<file path="src/rtl/sound_event_arbiter.sv">
// rtl/sound_event_arbiter.sv - turns raw game event levels into fixed-length, mutually exclusive sound-play levels
module sound_event_arbiter #(
    parameter int JUMP_CYCLES = 2500000,
    parameter int WIN_CYCLES  = 25000000,
    parameter int LOSE_CYCLES = 25000000
) (
    input  logic clk,
    input  logic rst_n,
    input  logic jump_fwd_in,
    input  logic jump_back_in,
    input  logic jump_right_in,
    input  logic jump_left_in,
    input  logic win_in,
    input  logic lose_in,
    output logic jump_fwd_out,
    output logic jump_back_out,
    output logic jump_right_out,
    output logic jump_left_out,
    output logic win_out,
    output logic lose_out,
    output logic busy
);

    localparam int MAX_JW = (JUMP_CYCLES > WIN_CYCLES) ? JUMP_CYCLES : WIN_CYCLES;
    localparam int MAX_C  = (MAX_JW > LOSE_CYCLES) ? MAX_JW : LOSE_CYCLES;
    localparam int CW     = (MAX_C > 1) ? $clog2(MAX_C) : 1;

    localparam logic [CW-1:0] JUMP_LOAD = CW'(JUMP_CYCLES - 1);
    localparam logic [CW-1:0] WIN_LOAD  = CW'(WIN_CYCLES - 1);
    localparam logic [CW-1:0] LOSE_LOAD = CW'(LOSE_CYCLES - 1);

    typedef enum logic [1:0] {IDLE, JUMP, WIN, LOSE} state_t;

    localparam logic [1:0] DIR_FWD   = 2'd0;
    localparam logic [1:0] DIR_BACK  = 2'd1;
    localparam logic [1:0] DIR_RIGHT = 2'd2;
    localparam logic [1:0] DIR_LEFT  = 2'd3;

    state_t        state, next_state;
    logic [1:0]    dir, next_dir;
    logic [CW-1:0] cnt, next_cnt;
    logic [5:0]    in_vec, prev, edges;
    logic          expired, can_start;

    assign in_vec = {jump_fwd_in, jump_back_in, jump_right_in, jump_left_in, win_in, lose_in};
    assign edges  = in_vec & ~prev;

    // History resets to 1 so a level held across reset release is not an event
    always_ff @(posedge clk or negedge rst_n) begin
        if (!rst_n) begin
            prev <= '1;
        end else begin
            prev <= in_vec;
        end
    end

    always_ff @(posedge clk or negedge rst_n) begin
        if (!rst_n) begin
            state <= IDLE;
            dir   <= DIR_FWD;
            cnt   <= '0;
        end else begin
            state <= next_state;
            dir   <= next_dir;
            cnt   <= next_cnt;
        end
    end

    // New sounds may start from IDLE, over a jump, or on any expiry cycle
    always_comb begin
        next_state = state;
        next_dir   = dir;
        next_cnt   = cnt;
        expired    = (cnt == '0);
        can_start  = (state == IDLE) || (state == JUMP) || expired;
        if (can_start && edges[1]) begin
            next_state = WIN;
            next_cnt   = WIN_LOAD;
        end else if (can_start && edges[0]) begin
            next_state = LOSE;
            next_cnt   = LOSE_LOAD;
        end else if (can_start && (edges[5:2] != 4'b0000)) begin
            next_state = JUMP;
            next_cnt   = JUMP_LOAD;
            if (edges[5])      next_dir = DIR_FWD;
            else if (edges[4]) next_dir = DIR_BACK;
            else if (edges[3]) next_dir = DIR_RIGHT;
            else               next_dir = DIR_LEFT;
        end else if (state != IDLE) begin
            if (expired) begin
                next_state = IDLE;
            end else begin
                next_cnt = cnt - CW'(1);
            end
        end
    end

    always_comb begin
        jump_fwd_out   = (state == JUMP) && (dir == DIR_FWD);
        jump_back_out  = (state == JUMP) && (dir == DIR_BACK);
        jump_right_out = (state == JUMP) && (dir == DIR_RIGHT);
        jump_left_out  = (state == JUMP) && (dir == DIR_LEFT);
        win_out        = (state == WIN);
        lose_out       = (state == LOSE);
        busy           = (state != IDLE);
    end

endmodule

</file>
<file path="config.mk">
export PLATFORM = sky130hd
export DESIGN_NAME = sound_event_arbiter
export DESIGN_NICKNAME = d
export VERILOG_FILES = /design/src/rtl/sound_event_arbiter.sv
export SDC_FILE = /design/constraint.sdc
export NUM_CORES = 1
export LEC_CHECK = 0
export BUFFER_PORTS_ARGS = -buffer_cell sky130_fd_sc_hd__buf_2
export CORE_MARGIN = 10
export CORE_UTILIZATION = 43
export DETAILED_ROUTE_END_ITERATION = 8
export SLEW_MARGIN = 15
export SYNTH_ARGS = -nofsm -noshare
export SYNTH_HDL_FRONTEND = slang
export SYNTH_SLANG_ARGS = --single-unit
</file>
<file path="constraint.sdc">
create_clock -name clk -period 4.39 [get_ports clk]
set_input_delay 0 -clock clk [delete_from_list [all_inputs] [get_ports clk]]
set_output_delay 0 -clock clk [all_outputs]
set_load 0.05 [all_outputs]
</file>
==> summary.md <==
| Metric | Value |
|---|---|
| Result of the run | `finished, final reports clean` |
| Worst vdd ir | `0.148 mV` |
| Global-route wire length before repair | `8.11 mm` |
| Unrepaired setup endpoints after global routing | `false` |
| Yosys cell types | `56` |
| Commonest non-fill, non-tap cell in the layout | `dfrtp_1` |
| Mapped Avg Cell Area | `9.28 um^2` |
| Largest net degree at the start of global routing | `36` |
| Post-Route WL | `4.74 mm` |
| Final setup viols | `0` |
| Worst hold path class | `input port to asynchronous set/reset pin` |
| Power density cells | `308 mW/mm^2` |
| Post-Syn Area | `0.00198 mm^2` |
| Max Cap Violations | `0` |
| Placer Congestion | `0.820` |
| DRC | `0` |
| Clk slew on worst S/H paths | `70 ps` |
| Initial antenna violation count | `0` |
| Register area share after synthesis | `0.447` |
| Worst r2r src | `cnt[0]$_DFFE_PN0P_` |
| Max Root-Sink Buffers | `2` |
| Final Hold Vio Count | `0` |
| Post-CTS sizing | `0` |
| Vias in the first global route | `1736` |
| Synth Area in Adders | `0.00633` |
| Port bufs | `14` |
| Worst stage delay on the critical path | `740 ps` |
| Req. time, crit path | `4570 ps` |
| Worst slew margin | `0.401` |
| Most frequent cells in the layout | `dfrtp_1 (29), o21ai_0 (24), nor2_1 (23)` |
| Yosys warnings | `0` |
| XOR/XNOR Fraction of Synth Area | `0` |
| Synth Register Bits | `35` |
| # clock sinks | `35` |
| Worst skew pair latency | `290 ps` |
| Remaining Overflow, GRT | `0` |
| Cells after Synth | `213` |
| Initial DRC Count | `78` |
| CP Launch Point | `cnt[0]$_DFFE_PN0P_` |
| Worst setup EP type | `flip-flop` |
| CTS buffer count | `5` |
| Final Skew | `11.2 ps` |
| Tmin final | `3330 ps` |
| Most used DFF post-synth | `dfrtp_1` |
| Setup_tns | `0 ps` |
| Yosys top cell by area | `dfrtp_1` |
| Critical-path top delay cell | `or4_4` |
| Final ANT Viol Nets | `0` |
| Ant diodes | `0` |
| Layout cell share with drive strength beyond 1 | `0.174` |
| RR Endpoint | `cnt[16]$_DFFE_PN0P_` |
| Largest family of logic cells by synthesized area | `compound AO/OA/AOI/OAI gates` |
| Nets | `244` |
| Worst r2r path cells | `8` |
| Multiplexer area fraction after synthesis | `0.0165` |
| R2r setup slk | `1060 ps` |
| Total I/O pin count | `15` |
| Initial core utilization | `0.448` |
| Syn_nets | `222` |
| TritonCTS clock tree | `built` |
| Vias | `1674` |
| Die width | `87.8 um` |
| Crit path to | `cnt[16]$_DFFE_PN0P_` |
| Die area | `0.00771 mm^2` |
| CP Data Arrival Time | `3520 ps` |
| Clk root buf | `clkbuf_8` |
| Max frequency | `300 MHz` |
| Final HPWL DP | `3.35 mm` |
| Pins Over Slew Limit | `0` |
| Chip height | `87.8 um` |
| EDFF count, synth | `0` |
| WL per Instance | `16.4 um` |
| Top cell type's share of synthesized area | `0.367` |
| Util after Layout | `0.507` |
| Detailed Routing Iterations Pass 1 | `4` |
| GRT Overall Usage | `0.129` |
| CP startpoint kind | `flip-flop` |
| CORE AREA | `0.00441 mm^2` |
| Post-synthesis compound-gate area fraction | `0.251` |
| Number of core rows | `24` |
| Cells along the critical path | `inv_1 > ha_1 > nor3b_1 > nand4_1 > or4_4 > a21boi_1 > nor2_1 > a221o_1` |
| Via-to-Cell Ratio | `5.81` |
| P_leak | `0.871 nW` |
| Synth-to-layout area growth | `13.2%` |
| Actual slew at the worst max-slew pin | `897 ps` |
| Final cycle utilization of the critical path | `0.760` |
| Worst setup path category | `flip-flop to flip-flop` |
| Worst-path maximum fanout | `11` |
| Post-Synth Simple-Gate Area | `0.241` |
| CTS HTree Levels | `2` |
| Top post-synthesis cells by area | `dfrtp_1 (37%), dfstp_2 (8.0%), o21ai_0 (6.1%)` |
| Post-synth ARST share | `1.00` |
## cells in the mapped netlist, drive strengths merged, types with 4 or more instances
cell type,number
a21oi,14
nand2,9
clkbuf,5
nor4,9
nor2,23
nor3,10
or4,5
or2,4
o21ai,26
nand3,4
and2,4
dfstp,6
dfrtp,29
nor2b,5
inv,9
a221o,4
## logic make-up (layout without fill, tap and decap cells)
logic type	Yosys count	count (layout)
flops	35	35
fa+ha+maj	1	1
mux	3	3
simple gates	84	84
compound gates	73	73
buf+inv	17	40
## worst max-delay path: cells and delay by family (launching register included)
family / cells / cell delay (ps)
compound gates: 2 / 820
fa+ha+maj: 1 / 210
buf+inv: 1 / 130
flops: 1 / 400
simple gates: 4 / 1660
## flip-flops by register name, summed over array words and instances, names as in the netlist
signal,count
dir,2
cnt,25
state,2
prev,6
## final cells by class
| class | count | area, um^2 |
|---|---|---|
| Inverter | 9 | 33.8 |
| Sequential cell | 35 | 883 |
| Clock inverter | 1 | 5.00 |
| Fill cell | 396 | 2180 |
| Clock buffer | 7 | 76.3 |
| Multi-Input combinational cell | 161 | 1020 |
| Timing Repair Buffer | 23 | 155 |
| Tap cell | 52 | 65.1 |
## metal layers
metal / up-vias / GRT usage / share of wire
met1: 784 / 0.168 / 0.48
li1: 845 / - / -
met3: 8 / 0.0371 / 0.050
met2: 37 / 0.202 / 0.46
met4: 0 / 0.0391 / 0.011
met5: - / 0 / 0
## per-stage QoR
step	power, W	setup WS [ps]	instance area, um^2	instances	hold WS [ps]
5_1_grt	0.000727	847	2240	288	364
2_1_floorplan	0.000438	1780	1980	213	-296
3_3_place_gp	0.000464	1230	2090	273	114
4_1_cts	0.000701	1130	2240	288	350
6_report	0.000690	1060	2240	288	321
3_5_place_dp	0.000464	1150	2090	273	114
## power breakdown
group           total, W  switching, W  internal, W  leakage (nW)
combinational  0.0000685     0.0000322    0.0000364         0.429
clock           0.000226      0.000115     0.000111        0.0422
sequential      0.000395     0.0000383     0.000356         0.400
total           0.000690      0.000186     0.000504         0.871
## how the worst min path moves through the flow
| stage | from | endpoint | slack, ps |
|---|---|---|---|
| floorplan | rst_n | cnt[0]$_DFFE_PN0P_ | -300 |
| global placement | win_in | prev[1]$_DFF_PN1_ | 110 |
| detailed placement | win_in | prev[1]$_DFF_PN1_ | 110 |
| CTS | rst_n | cnt[18]$_DFFE_PN0P_ | 350 |
| global route | win_in | prev[1]$_DFF_PN1_ | 360 |
| finish | rst_n | cnt[3]$_DFFE_PN0P_ | 320 |
## repair_timing
action                                 CTS  global route
buffers inserted                         0             0
endpoints found under the hold margin   35             0
hold buffers                             7             0
Power figures use the tool's default switching activity.
